--- config.mk ---
export PLATFORM = sky130hd
export DESIGN_NAME = packet_arbiter_mux
export DESIGN_NICKNAME = d
export VERILOG_FILES = /design/src/rtl/packet_arbiter_mux_pkg.sv /design/src/rtl/packet_arbiter_mux_select.sv /design/src/rtl/packet_arbiter_mux.sv
export SDC_FILE = /design/constraint.sdc
export NUM_CORES = 1
export LEC_CHECK = 0
export BUFFER_PORTS_ARGS = -buffer_cell sky130_fd_sc_hd__buf_2
export CORE_MARGIN = 2
export CORE_UTILIZATION = 50
export DETAILED_ROUTE_END_ITERATION = 8
export GPL_ROUTABILITY_DRIVEN = 1
export GPL_TIMING_DRIVEN = 0
export HOLD_SLACK_MARGIN = 0.15
export PLACE_DENSITY_LB_ADDON = 0.08
export SLEW_MARGIN = 20
export SYNTH_ARGS = -nofsm -noshare
export SYNTH_HDL_FRONTEND = slang
export SYNTH_HIERARCHICAL = 1
export SYNTH_SLANG_ARGS = --single-unit
--- constraint.sdc ---
create_clock -name clock -period 3.8 [get_ports clock]
set_input_delay 0.57 -clock clock [delete_from_list [all_inputs] [get_ports clock]]
set_output_delay 0.57 -clock clock [all_outputs]
set_load 0.01 [all_outputs]
--- src/rtl/packet_arbiter_mux_pkg.sv ---
// Shared helpers for the packet arbiter mux. It holds only functions: the
// state enum and the channel-width parameter stay local to the modules that use them.
package packet_arbiter_mux_pkg;

    // Returns (base + offset) mod size. Both base and offset must be below size,
    // so a single conditional subtract is enough to wrap the result.
    function automatic int unsigned wrap_index(
        input int unsigned base,
        input int unsigned offset,
        input int unsigned size
    );
        int unsigned sum;
        sum = base + offset;
        return (sum >= size) ? (sum - size) : sum;
    endfunction

endpackage

--- src/rtl/packet_arbiter_mux_select.sv ---
// Rotating-priority selector: picks the first requesting channel at or above
// the pointer, wrapping from SIZE-1 back to 0. Purely combinational.
module packet_arbiter_mux_select
    import packet_arbiter_mux_pkg::*;
#(
    parameter  int SIZE          = 4,
    localparam int CHANNEL_WIDTH = $clog2(SIZE)
) (
    input  logic [SIZE-1:0]          requests,
    input  logic [CHANNEL_WIDTH-1:0] pointer,
    output logic [SIZE-1:0]          grant,
    output logic [CHANNEL_WIDTH-1:0] grant_index,
    output logic                     grant_valid
);

    logic [CHANNEL_WIDTH-1:0] scan_index;

    // Scan SIZE positions starting at the pointer; the first request found wins.
    always_comb begin
        grant       = '0;
        grant_index = '0;
        grant_valid = 1'b0;
        scan_index  = '0;
        for (int k = 0; k < SIZE; k++) begin
            scan_index = CHANNEL_WIDTH'(wrap_index(32'(pointer), k, SIZE));
            if (!grant_valid && requests[scan_index]) begin
                grant[scan_index] = 1'b1;
                grant_index       = scan_index;
                grant_valid       = 1'b1;
            end
        end
    end

endmodule

--- src/rtl/packet_arbiter_mux.sv ---
// Packet-level round-robin multiplexer. Once a channel wins arbitration it keeps
// the output until its last beat passes, so packets are never interleaved. The
// output stage is a single register slice that has one cycle of latency and runs
// at full throughput.
module packet_arbiter_mux
    import packet_arbiter_mux_pkg::*;
#(
    parameter  int SIZE          = 4,
    parameter  int WIDTH         = 8,
    localparam int CHANNEL_WIDTH = $clog2(SIZE)
) (
    input  logic                     clock,
    input  logic                     resetn,
    input  logic [SIZE-1:0]          in_valid,
    output logic [SIZE-1:0]          in_ready,
    input  logic [SIZE*WIDTH-1:0]    in_data,
    input  logic [SIZE-1:0]          in_last,
    output logic                     out_valid,
    input  logic                     out_ready,
    output logic [WIDTH-1:0]         out_data,
    output logic                     out_last,
    output logic [CHANNEL_WIDTH-1:0] out_channel
);

    typedef enum logic {
        IDLE,
        LOCKED
    } state_t;

    state_t                   state_reg;
    logic [CHANNEL_WIDTH-1:0] lock_reg;
    logic [CHANNEL_WIDTH-1:0] pointer_reg;
    logic                     out_valid_reg;
    logic [WIDTH-1:0]         out_data_reg;
    logic                     out_last_reg;
    logic [CHANNEL_WIDTH-1:0] out_channel_reg;

    logic [SIZE-1:0]          grant;
    logic [CHANNEL_WIDTH-1:0] grant_index;
    logic                     grant_valid;
    logic                     load_enable;
    logic [CHANNEL_WIDTH-1:0] active_channel;
    logic                     active_valid;
    logic                     transfer;
    logic [WIDTH-1:0]         active_data;
    logic                     active_last;
    logic [WIDTH-1:0]         channel_data [SIZE];

    packet_arbiter_mux_select #(
        .SIZE (SIZE)
    ) u_select (
        .requests    (in_valid),
        .pointer     (pointer_reg),
        .grant       (grant),
        .grant_index (grant_index),
        .grant_valid (grant_valid)
    );

    // The output register may load when it is empty or being drained this cycle.
    assign load_enable = !out_valid_reg || out_ready;

    // While locked only the lock owner is considered; otherwise the arbiter's pick.
    assign active_channel = (state_reg == LOCKED) ? lock_reg : grant_index;
    assign active_valid   = (state_reg == LOCKED) ? in_valid[lock_reg] : grant_valid;
    assign transfer       = resetn && load_enable && active_valid;

    generate
        for (genvar gi = 0; gi < SIZE; gi++) begin : g_channel
            // Split the flat data bus into one word per channel for the output mux.
            assign channel_data[gi] = in_data[gi*WIDTH +: WIDTH];

            // Ready goes only to the owning channel and follows load_enable, so a
            // stalled output blocks every input.
            assign in_ready[gi] = resetn && load_enable &&
                                  ((state_reg == LOCKED) ? (lock_reg == CHANNEL_WIDTH'(gi))
                                                         : grant[gi]);
        end
    endgenerate

    assign active_data = channel_data[active_channel];
    assign active_last = in_last[active_channel];

    // Arbitration FSM plus the registered output slice, all updated together.
    always_ff @(posedge clock) begin
        if (!resetn) begin
            state_reg       <= IDLE;
            lock_reg        <= '0;
            pointer_reg     <= '0;
            out_valid_reg   <= 1'b0;
            out_data_reg    <= '0;
            out_last_reg    <= 1'b0;
            out_channel_reg <= '0;
        end else begin
            if (load_enable) begin
                out_valid_reg <= transfer;
                if (transfer) begin
                    out_data_reg    <= active_data;
                    out_last_reg    <= active_last;
                    out_channel_reg <= active_channel;
                end
            end

            if (transfer) begin
                case (state_reg)
                    IDLE: begin
                        pointer_reg <= CHANNEL_WIDTH'(wrap_index(32'(grant_index), 1, SIZE));
                        if (!active_last) begin
                            state_reg <= LOCKED;
                            lock_reg  <= grant_index;
                        end
                    end
                    LOCKED: begin
                        if (active_last) begin
                            state_reg <= IDLE;
                        end
                    end
                    default: state_reg <= IDLE;
                endcase
            end
        end
    end

    assign out_valid   = out_valid_reg;
    assign out_data    = out_data_reg;
    assign out_last    = out_last_reg;
    assign out_channel = out_channel_reg;

endmodule

---- After elaboration in Yosys (flattened, before gate mapping) ----
Cells that the tools add are included.
storage, ports and cells
  input port bits ......................... 43
  logic and storage cells ................. 110
  latch bits .............................. 0
  memories kept ........................... 0
  output and inout port bits .............. 16
  memory bits (read-only) ................. 0
  bits in writable memories ............... 0
  register bits after elaboration ......... 17
cells by class
  reductions and logical operators ........ 22
  order comparisons ....................... 16
  add/sub/neg operators ................... 9
  equality and inequality tests ........... 3
  bitwise gates (word level) .............. 6
  multipliers ............................. 0
  shifts and indexed selects .............. 0
  divide/modulo/power cells ............... 0
  mux-type cells .......................... 47
operators by type and width
  kind                                                                           number
  1-bit 2-to-1 mux                                                               20
  2-bit 2-to-1 mux                                                               10
  2-bit by 3-bit less-than comparator with 1-bit output (second input constant)  6
  8-bit binary-select mux with 2-bit select                                      1
  4-bit 2-to-1 mux                                                               4
  8-bit 2-to-1 mux                                                               2
  3-bit >= comparator (second input constant)                                    5
  1-bit logical AND                                                              13
  1-bit binary-select mux with 2-bit select                                      6
  4-bit bitwise OR                                                               3
  2-bit by 1-bit subtractor with 2-bit output (second input constant)            5
  1-bit demux with 2-bit select                                                  4
  2-bit by 1-bit >= comparator with 1-bit output (second input constant)         4
  2-bit by 1-bit adder with 3-bit output (second input constant)                 2
  2-bit by 2-bit adder with 3-bit output (second input constant)                 2
  2-bit == test (second input constant)                                          2
  1-bit logical NOT                                                              4
  2-bit AND reduction                                                            2
  2-bit by 3-bit >= comparator with 1-bit output (second input constant)         1
  2-bit inverter with 3-bit output                                               1
  3-bit AND reduction                                                            1
  2-bit by 1-bit == test with 1-bit output (second input constant)               1
  2-bit logical NOT                                                              1
  1-bit inverter                                                                 2
  1-bit logical OR                                                               1

---- Logic depth before layout (Yosys ltp) ----
Gate-level depths: netlist of the first run.
  depth after elaboration ................. 19
  depth in mapped cells ................... 13
  depth with buffers taken out ............ 10

---- Modules after synthesis ----
The synthesis of the first run kept the hierarchy.
by module, submodules not included
  module                     area each (sq um)  cells each  sequential area each (sq um)  instances
  packet_arbiter_mux         1172.4             129         340.3                         1
  packet_arbiter_mux_select  421.7              45          0.0                           1

---- Worst setup path after synthesis of the first run ----
No wires, ideal clock.
  kind .................................... reg2reg
  start point ............................. register pointer_reg[0]
  end point ............................... register lock_reg[0]
  clock period less this slack ............ 3.165 ns
  path slack .............................. 0.635 ns
  buffers on the path ..................... 3
  library setup time ...................... 0.112 ns
  data required time ...................... 3.688 ns
  cell stages (with the launch flop) ...... 14
  arrival ................................. 3.053 ns
  cell sequence ........................... dfxtp_1 buf_6 inv_1 ha_1 mux4_2 buf_6 nor4b_4 nor2_1 a32o_1 mux2i_1 buf_2 mux2i_1 a21oi_1 a2111oi_1
on the way
  longest elaborated chain between the ends .. 19
  elaborated cells between the ends (all ways) .. 44
  classes of those cells .................. 7 x add/sub; 4 x order compare; 24 x mux; 1 x bitwise; 8 x reduce/logical
ends and longest elaborated chain
  item                                                                             RTL line                         source
  from (decl)                                                                      packet_arbiter_mux.sv:32         logic [CHANNEL_WIDTH-1:0] pointer_reg;
  from (signal assigned)                                                           packet_arbiter_mux.sv:106        pointer_reg <= CHANNEL_WIDTH'(wrap_index(32'(grant_index), 1, SIZE));
  branches (longest 13 deep; another with 2-bit by 1-bit adder with 3-bit output)  --
  2-bit 2-to-1 mux (*)                                                             packet_arbiter_mux_select.sv:26  if (!grant_valid && requests[scan_index]) begin
  net grant_index[1]                                                               packet_arbiter_mux.sv:39         logic [CHANNEL_WIDTH-1:0] grant_index;
  2-bit 2-to-1 mux (*)                                                             packet_arbiter_mux.sv:63         assign active_channel = (state_reg == LOCKED) ? lock_reg : grant_index;
  1-bit binary-select mux with 2-bit select (*)                                    packet_arbiter_mux.sv:81         assign active_last = in_last[active_channel];
  1-bit 2-to-1 mux (implied by the code) (*)                                       packet_arbiter_mux.sv:81
  1-bit inverter (no source line) (*)                                              --
  3-bit AND reduction (no source line) (*)                                         --
  to (signal assigned)                                                             packet_arbiter_mux.sv:109        lock_reg <= grant_index;
  to (decl)                                                                        packet_arbiter_mux.sv:31         logic [CHANNEL_WIDTH-1:0] lock_reg;
Mark *: on every way through the listed nets, which the timed path passes. The select of a mux whose other input is x is not followed.
A chain may end at the register's enable or synchronous reset.

---- Final worst setup path of the first run ----
Same ends and word-level chain as after synthesis.

==> flow_summary_export.csv, run 1 <==
group,metric,value,unit
power_and_ir_drop,leakagePower,0.870,nW
power_and_ir_drop,p_per_area,732,nW/um^2
yosys,ys_ff_latch,17,
clocking,cts_buffer_depth,2,
sta,setup_violations,0,
sta,slew_violations,0,
placed_design,hpwl,3.22,mm
sta,tightest_slew,0.614,ns
finish,area_growth_syn_to_layout,23.6,%
clocking,htree_levels,1,
clocking,root_buffer,"clkbuf_4",
run,maxCapViolCount,0,
hold_path,hold_path_depth,2,
sta,slew_headroom,0.587,
floorplanning,core,3050,um^2
floorplanning,die_h,60.5,um
routing,antenna_left,0,
clocking,clkTransAtPathRegs,0.11,ns
clocking,cts_made_buffers,3,
sta,worst_slack,0.294,ns
setup_path,critical_path_class,"register to register",
yosys,synth_nets,222,
global_routing,antenna_found_initial,0,
setup_path,cp.arrival,3.68,ns
finish,finalNetCount,284,
hold_path,hold_end,"out_data[0]",
finish,final_layout_size_suffix_gt1_frac,0.370,
sta,rsz0062_at_grt,"false",
floorplanning,start_util,0.522,
sta,finalSetupTns,0,ns
setup_path,end_kind,"register",
global_routing,grt_max_degree,11,
setup_path,reg2reg_to,"lock_reg[0]",
routing,drtIter0Drc,97,
floorplanning,pin_count,59,
finish,largest_reg_flops,8,
setup_path,cp.required,3.98,ns
placed_design,place_ws,0.192,ns
global_routing,grt_pass1_wl,6.62,mm
floorplanning,die_area,3660,um^2
setup_path,crit_path_max_fanout,10,
yosys,syn-cell-area,1590,um^2
routing,wl_per_cell,14.4,um
routing,routed_wirelength,4.02,mm
global_routing,grt_pass1_vias,1465,
placed_design,io_buffers,57,
yosys,ys_seq_area_frac,0.214,
clocking,clkSinkCount,17,
yosys,avgSynthCellArea,9.16,um^2
outcome,status,"completed",
yosys,ys.flop_type,"dfxtp_1",
floorplanning,die_w,60.5,um
hold_path,hp-start,"out_data[0]",
yosys,synth_edf_count,0,
sta,period_share,0.923,
placed_design,gp_congestion,0.838,
hold_path,hold_path_class,"register to register",
setup_path,startpoint_type,"register",
routing,first_pass_iters,4,
sta,hold_viol,0,
sta,fin_crit,3.51,ns
clocking,clock_latency,0.29,ns
setup_path,r2r_start,"pointer_reg[0]",
yosys,syn_inst,174,
setup_path,r2r_slack,0.29,ns
clocking,hold_buffers,0,
power_and_ir_drop,ir_drop,0.466,mV
routing,vias_per_cell,5.83,
setup_path,r2r.worst_path.cells,13,
yosys,ys_types,44,
floorplanning,rows,20,
global_routing,overflow,0,
routing,num_vias,1627,
finish,n_antenna_cell,0,
clocking,cts_tree,"built",
routing,drc_errors,0,
sta,max_clock_freq,285,MHz
yosys,synthArstFlopShare,0,
yosys,ys_warn_count,6,
power_and_ir_drop,design_power_total,1.44,mW
finish,fillCellCount,285,
sta,fin_skew,0.0102,ns
global_routing,grtUsageTotal,0.235,
per-stage QoR:
stage,hold slack [ns],instance area (um^2),util,instances
finish,0.508,1970,0.645,279
global route,0.525,1970,0.645,279
CTS,0.515,1960,0.643,279
detailed placement,0.484,1930,0.634,275
global placement,0.478,1930,0.634,275
floorplan,0.516,1590,-,174
worst max-delay path by stage:
stage / start / to / cells after the start
CTS: pointer_reg[1] / lock_reg[0] / 12
finish: pointer_reg[0] / lock_reg[0] / 13
global route: pointer_reg[0] / lock_reg[0] / 13
global placement: pointer_reg[1] / lock_reg[0] / 12
floorplan: pointer_reg[0] / lock_reg[0] / 13
detailed placement: pointer_reg[1] / lock_reg[0] / 12
Yosys cell counts, drive strengths merged, types with 2 or more instances:
cell | count | area share
nand3 | 10 | 0.031
nor2b | 4 | 0.016
nand2 | 4 | 0.0094
mux2i | 7 | 0.046
inv | 13 | 0.031
o211a | 2 | 0.013
dfxtp | 17 | 0.21
nand2b | 7 | 0.027
ha | 5 | 0.039
nor2 | 9 | 0.021
a22oi | 9 | 0.042
mux2 | 3 | 0.021
mux4 | 13 | 0.19
nor3 | 3 | 0.0094
o21ai | 6 | 0.019
buf | 7 | 0.031
a21oi | 9 | 0.028
o211ai | 11 | 0.052
nand4 | 8 | 0.031
clkbuf | 7 | 0.016
logic make-up after synthesis:
logic type,synth area share
AOI/OAI and AO/OA,0.217
muxes,0.258
buffers and inverters,0.0785
xor gates and xnor gates,0.00550
DFF,0.214
adders and majority gates,0.0392
and+or+nand+nor,0.188
report_power, final:
group	switching (mW)	total [mW]	internal (mW)
logic	0.541	1.05	0.508
registers	0.0539	0.296	0.242
clock network	0.0577	0.0968	0.0391
total	0.653	1.44	0.789
repair_timing:
| action | 4_1_cts | 5_1_grt |
|---|---|---|
| endpoints found under the setup margin | 0 | 1 |
| setup buffers | 0 | 0 |
| gates resized for setup | 0 | 4 |
critical path: stages, from the launching register on:
cell       delay, ns
dfxtp_2         0.39
buf_6           0.17
inv_1           0.07
ha_1            0.36
mux4_2          0.32
buf_6           0.16
nor4b_4         0.38
nor2_1          0.09
a32o_1          0.28
mux2i_2         0.25
clkbuf_4        0.28
mux2i_1         0.21
a21oi_1         0.09
a2111oi_1       0.32
layer usage:
metal / up-vias / GRT usage / share of wire
met2: 66 / 0.377 / 0.48
met3: 2 / 0.0426 / 0.066
li1: 797 / - / -
met5: - / 0 / 0
met1: 762 / 0.344 / 0.45
met4: 0 / 0.0248 / 0.0032
cell usage in the layout, fill, tap and decap left out, types with 2 or more instances in the layout:
master,n
buf_2,60
dfxtp_1,15
inv_1,13
o211ai_1,11
nand3_1,10
mux4_2,10
a21oi_1,9
nor2_1,9
a22oi_1,9
nand4_1,8
clkbuf_1,7
nand2b_1,7
o21ai_0,6
mux2i_1,5
ha_1,5
nand2_1,4
clkbuf_4,4
nor2b_1,4
mux2_2,3
nor3_1,3
mux4_1,3
mux2i_2,2
o211a_1,2
dfxtp_2,2
buf_6,2
layout make-up:
| class | count | area [um^2] | area share |
|---|---|---|---|
| flip-flops and latches | 17 | 343 | 0.174 |
| clock buffers | 3 | 22.5 | 0.0114 |
| clock inverters | 1 | 5.00 | 0.00254 |
| repair buffers | 57 | 285 | 0.145 |
| well taps | 44 | 55.1 | 0.0279 |
| inverters | 13 | 48.8 | 0.0248 |
| plain buffers | 14 | 78.8 | 0.0400 |
| multi-input cells | 130 | 1130 | 0.575 |
No activity file was read; power rests on OpenSTA's default activity.
==> run 2: changes to the inputs <==
--- a/config.mk
+++ b/config.mk
@@ -12,6 +12,7 @@
 export GPL_ROUTABILITY_DRIVEN = 1
 export GPL_TIMING_DRIVEN = 0
 export HOLD_SLACK_MARGIN = 0.15
+export MAX_ROUTING_LAYER = met4
 export PLACE_DENSITY_LB_ADDON = 0.08
 export SLEW_MARGIN = 20
 export SYNTH_ARGS = -nofsm -noshare
==> run 2 against run 1 <==
First-iteration DRC count did not move. Register-to-register slack is essentially flat. Via count is essentially flat. Core utilization unchanged.
==> flow_summary_export.csv, run 2 (same netlist as run 1, synthesis figures left out) <==
group,metric,value,unit
outcome,status,"completed",
setup_path,startpoint_type,"register",
finish,stdcell_count,279,
setup_path,critical_path_class,"register to register",
clocking,clkSinkCount,17,
finish,final_layout_size_suffix_gt1_frac,0.370,
finish,final_cell_mix,"buf_2, dfxtp_1, inv_1, o211ai_1",
sta,slew_violations,0,
clocking,cts_setup_buffers,0,
clocking,hold_buffers,0,
setup_path,cp.required,3.98,ns
sta,max_clock_freq,285,MHz
routing,drc_errors,0,
sta,slew_headroom,0.587,
clocking,cts_resized,0,
sta,fin_skew,0.0102,ns
global_routing,antenna_found_initial,0,
sta,hold_ws,0.508,ns
run,maxCapViolCount,0,
sta,period_share,0.923,
power_and_ir_drop,seq_power_share,0.205,
sta,hold_viol,0,
setup_path,end_kind,"register",
floorplanning,die_area,3660,um^2
sta,fin_crit,3.51,ns
clocking,cts_buffer_depth,2,
power_and_ir_drop,comb_power_share,0.728,
routing,vias_per_cell,5.83,
finish,layout_commonest_cell,"buf_2",
finish,largest_reg_flops,8,
routing,antenna_left,0,
sta,tightest_slew,0.614,ns
placed_design,dp_cells,275,
global_routing,grt_pass1_wl,6.62,mm
finish,n_antenna_cell,0,
power_and_ir_drop,design_power_total,1.44,mW
floorplanning,start_util,0.522,
power_and_ir_drop,p_int,0.789,mW
finish,multiInputGateArea,1130,um^2
placed_design,gp_congestion,0.851,
finish,register_area,343,um^2
setup_path,cp.arrival,3.68,ns
clocking,cts_made_buffers,3,
routing,wl_per_cell,14.4,um
power_and_ir_drop,pwr-share-clk,0.067,
power_and_ir_drop,ir_drop,0.466,mV
floorplanning,die_h,60.5,um
power_and_ir_drop,switching_power,0.653,mW
floorplanning,die_w,60.5,um
clocking,root_buffer,"clkbuf_4",
power_and_ir_drop,leakagePower,0.870,nW
placed_design,hpwl,3.22,mm
finish,area_growth_syn_to_layout,23.6,%
power_and_ir_drop,p_per_area,732,nW/um^2
setup_path,crit_path_max_fanout,10,
sta,rsz0062_at_grt,"false",
routing,drtIter0Drc,97,
global_routing,grt_max_degree,11,
sta,setup_violations,0,
clocking,htree_levels,1,
global_routing,grt_pass1_vias,1465,
placed_design,io_buffers,57,
floorplanning,rows,20,
routing,num_vias,1626,
finish,finalNetCount,284,
clocking,clock_latency,0.29,ns
global_routing,grtUsageTotal,0.242,
floorplanning,core,3050,um^2
routing,routed_wirelength,4.01,mm
clocking,clkTransAtPathRegs,0.11,ns
global_routing,overflow,0,
hold_path,hold_path_class,"register to register",
routing,first_pass_iters,4,
setup_path,r2r_slack,0.29,ns
floorplanning,pin_count,59,
finish,fillCellCount,285,
power_and_ir_drop,swShare,0.453,
sta,finalSetupTns,0,ns
clocking,cts_tree,"built",
## run 2: cell counts in the layout (fill, tap and decap cells not counted)
Identical to the previous run, type by type.
## run 2: final timing paths
check / startpoint / end / cells after the start
worst max-delay path: pointer_reg[0] / lock_reg[0] / 13
worst min-delay path: out_data[0] / out_data[0] / 2
worst max register to register: pointer_reg[0] / lock_reg[0] / 13
worst min register to register: out_data[0] / out_data[0] / 2
## run 2: layer usage
metal | track usage | vias to the layer above | share of wire
met5 | - | - | 0
li1 | - | 797 | -
met4 | 0.0248 | 0 | 0.0032
met2 | 0.377 | 66 | 0.48
met3 | 0.0384 | 2 | 0.063
met1 | 0.347 | 761 | 0.45
## run 2: area by class of cell
| cell class | instances | share of cell area |
|---|---|---|
| Multi-Input combinational cell | 130 | 0.575 |
| Timing Repair Buffer | 57 | 0.145 |
| Clock buffer | 3 | 0.0114 |
| Inverter | 13 | 0.0248 |
| Tap cell | 44 | 0.0279 |
| Clock inverter | 1 | 0.00254 |
| Buffer | 14 | 0.0400 |
| Sequential cell | 17 | 0.174 |
## run 2: worst max-delay path, stage by stage, from the launching register on
cell and delay (ns):
dfxtp_2 0.39, buf_6 0.17, inv_1 0.07, ha_1 0.36, mux4_2 0.32, buf_6 0.16
nor4b_4 0.38, nor2_1 0.09, a32o_1 0.28, mux2i_2 0.25, clkbuf_4 0.28, mux2i_1 0.21
a21oi_1 0.09, a2111oi_1 0.32
## run 2: through the flow
stage | area, um^2 | utilization | setup WS, ns
2_1_floorplan | 1590 | - | 0.635
3_3_place_gp | 1930 | 0.634 | 0.311
4_1_cts | 1960 | 0.643 | 0.162
6_report | 1970 | 0.645 | 0.294
3_5_place_dp | 1930 | 0.634 | 0.192
5_1_grt | 1970 | 0.645 | 0.0724
## run 2: power by group through the flow
stage / clock network, mW / logic [mW] / registers [mW]
after floorplan: 0 / 0.792 / 0.308
after global placement: 0 / 1.00 / 0.292
after detailed placement: 0 / 1.03 / 0.296
after CTS: 0.0992 / 1.04 / 0.292
after global routing: 0.107 / 1.16 / 0.305
final: 0.0968 / 1.05 / 0.296
==> run 3: changes to the inputs <==
--- a/config.mk
+++ b/config.mk
@@ -6,6 +6,7 @@
 export NUM_CORES = 1
 export LEC_CHECK = 0
 export BUFFER_PORTS_ARGS = -buffer_cell sky130_fd_sc_hd__buf_2
+export CORE_ASPECT_RATIO = 1.1
 export CORE_MARGIN = 2
 export CORE_UTILIZATION = 50
 export DETAILED_ROUTE_END_ITERATION = 8
==> run 3 against run 2 <==
Via count up 3.6%. Largest cell class unchanged. Register-to-register slack better by 0.03 ns. Global-route usage up 0.53 points. First-iteration DRC count down 1.0%. Critical path type unchanged. Worst setup slack better by 0.033 ns. Cell area down 0.38%. Core utilization down 0.14 points.
==> flow_summary_export.csv, run 3 (same netlist as run 1, synthesis figures left out) <==
group,metric,value,unit
routing,routed_wirelength,4.22,mm
global_routing,grt_max_degree,11,
sta,finalSetupTns,0,ns
setup_path,r2r_slack,0.33,ns
power_and_ir_drop,ir_drop,0.486,mV
floorplanning,die_w,57.8,um
setup_path,path_common_cell,"buf_6",
finish,largest_reg_flops,8,
placed_design,placed_area,1920,um^2
routing,num_vias,1684,
power_and_ir_drop,leakagePower,0.872,nW
setup_path,r2r.worst_path.cells,13,
setup_path,r2r_start,"pointer_reg[0]",
setup_path,reg2reg_to,"lock_reg[0]",
routing,drc_errors,0,
finish,final_util,0.644,
global_routing,grt_pass1_vias,1607,
placed_design,gp_congestion,0.839,
finish,area_growth_syn_to_layout,23.2,%
clocking,hold_buffers,0,
setup_path,startpoint_type,"register",
floorplanning,pin_count,59,
sta,worst_slack,0.327,ns
placed_design,hpwl,3.26,mm
hold_path,hold_path_depth,2,
global_routing,antenna_found_initial,0,
outcome,status,"completed",
sta,fin_crit,3.47,ns
sta,tightest_slew,0.641,ns
sta,hold_viol,0,
global_routing,grtUsageTotal,0.247,
finish,final_layout_size_suffix_gt1_frac,0.364,
floorplanning,die_area,3660,um^2
clocking,clkTransAtPathRegs,0.09,ns
floorplanning,start_util,0.523,
placed_design,io_buffers,57,
floorplanning,core,3050,um^2
sta,slew_violations,0,
finish,final_cell_mix,"buf_2, dfxtp_1, inv_1, o211ai_1",
routing,wl_per_cell,15.6,um
setup_path,critPathSlowestCell,"dfxtp_1",
sta,slew_headroom,0.569,
sta,period_share,0.914,
sta,hold_ws,0.510,ns
placed_design,dp_cells,265,
hold_path,hp-start,"out_data[6]",
sta,max_clock_freq,288,MHz
setup_path,slowest_delay,0.43,ns
global_routing,grt_pass1_wl,6.98,mm
global_routing,overflow,0,
sta,rsz0062_at_grt,"false",
setup_path,end_kind,"register",
floorplanning,die_h,63.2,um
finish,stdcell_count,270,
hold_path,hold_path_class,"register to register",
clocking,root_buffer,"clkbuf_4",
clocking,cts_made_buffers,3,
sta,fin_skew,0.000642,ns
routing,vias_per_cell,6.24,
run,maxCapViolCount,0,
floorplanning,rows,21,
clocking,clkSinkCount,17,
setup_path,crit_path_max_fanout,10,
clocking,htree_levels,1,
finish,n_antenna_cell,0,
placed_design,place_ws,0.113,ns
sta,setup_violations,0,
routing,first_pass_iters,4,
clocking,clock_latency,0.29,ns
routing,drtIter0Drc,96,
routing,antenna_left,0,
finish,final_cell_area,1960,um^2
setup_path,cp.required,3.98,ns
finish,layout_commonest_cell,"buf_2",
finish,finalNetCount,285,
power_and_ir_drop,design_power_total,1.46,mW
clocking,cts_buffer_depth,2,
setup_path,cp.arrival,3.66,ns
power_and_ir_drop,p_per_area,743,nW/um^2
clocking,cts_tree,"built",
setup_path,cp_cell_sequence,"buf_6 > inv_1 > ha_1 > mux4_2 > buf_6 > nor4b_4 > nor2_1 > a32o_1 > mux2i_2 > clkbuf_4 > mux2i_1 > a21oi_1 > a2111oi_1",
hold_path,hold_end,"out_data[6]",
setup_path,critical_path_class,"register to register",
run 3: cell types whose count changed in the layout (fill, tap and decap cells not counted), sizes merged:
cell / previous run / this run
clkinv: 1 / 0
buf: 63 / 64
clkbuf: 11 / 12
run 3: area by class of cell:
cell class                 count  area [um^2]
multi-input combinational    130         1130
fill                         268         1080
sequential                    17          342
timing repair buffer          58          293
buffer                        14         78.8
inverter                      13         48.8
tap                           34         42.5
clock buffer                   4         26.3
run 3: worst max path at each step:
stage / slack (ns) / start / end / cells after the start
2_1_floorplan: 0.63 / pointer_reg[0] / lock_reg[0] / 13
3_3_place_gp: 0.27 / pointer_reg[1] / lock_reg[0] / 12
3_5_place_dp: 0.11 / pointer_reg[1] / lock_reg[0] / 12
4_1_cts: 0.09 / pointer_reg[1] / lock_reg[0] / 12
5_1_grt: 0.04 / pointer_reg[0] / lock_reg[0] / 13
6_report: 0.33 / pointer_reg[0] / lock_reg[0] / 13
run 3: metal layers:
| layer | routed length, um | vias to the layer above | share of wire | track usage |
|---|---|---|---|---|
| li1 | - | 799 | - | - |
| met1 | 1790 | 817 | 0.42 | 0.301 |
| met2 | 2150 | 64 | 0.51 | 0.415 |
| met3 | 267 | 4 | 0.063 | 0.0534 |
| met4 | 14 | 0 | 0.0033 | 0.0610 |
| met5 | 0 | - | 0 | - |
run 3: critical path, delay by kind of cell, from the launching register on:
family                     cells  cell delay [ns]
muxes                          3             0.82
adders and majority gates      1             0.35
and+or+nand+nor                2             0.39
DFF                            1             0.43
buffers and inverters          4             0.70
AOI/OAI and AO/OA              3             0.67
run 3: timing repair:
action	CTS	global route
gates resized for setup	0	3
setup buffers	0	1
endpoints found under the setup margin	0	1
run 3: power breakdown:
part | total (mW) | internal [mW] | switching [mW] | leakage, nW
logic | 1.07 | 0.511 | 0.557 | 0.716
registers | 0.296 | 0.241 | 0.0549 | 0.141
clock network | 0.0950 | 0.0408 | 0.0542 | 0.0150
total | 1.46 | 0.793 | 0.666 | 0.872
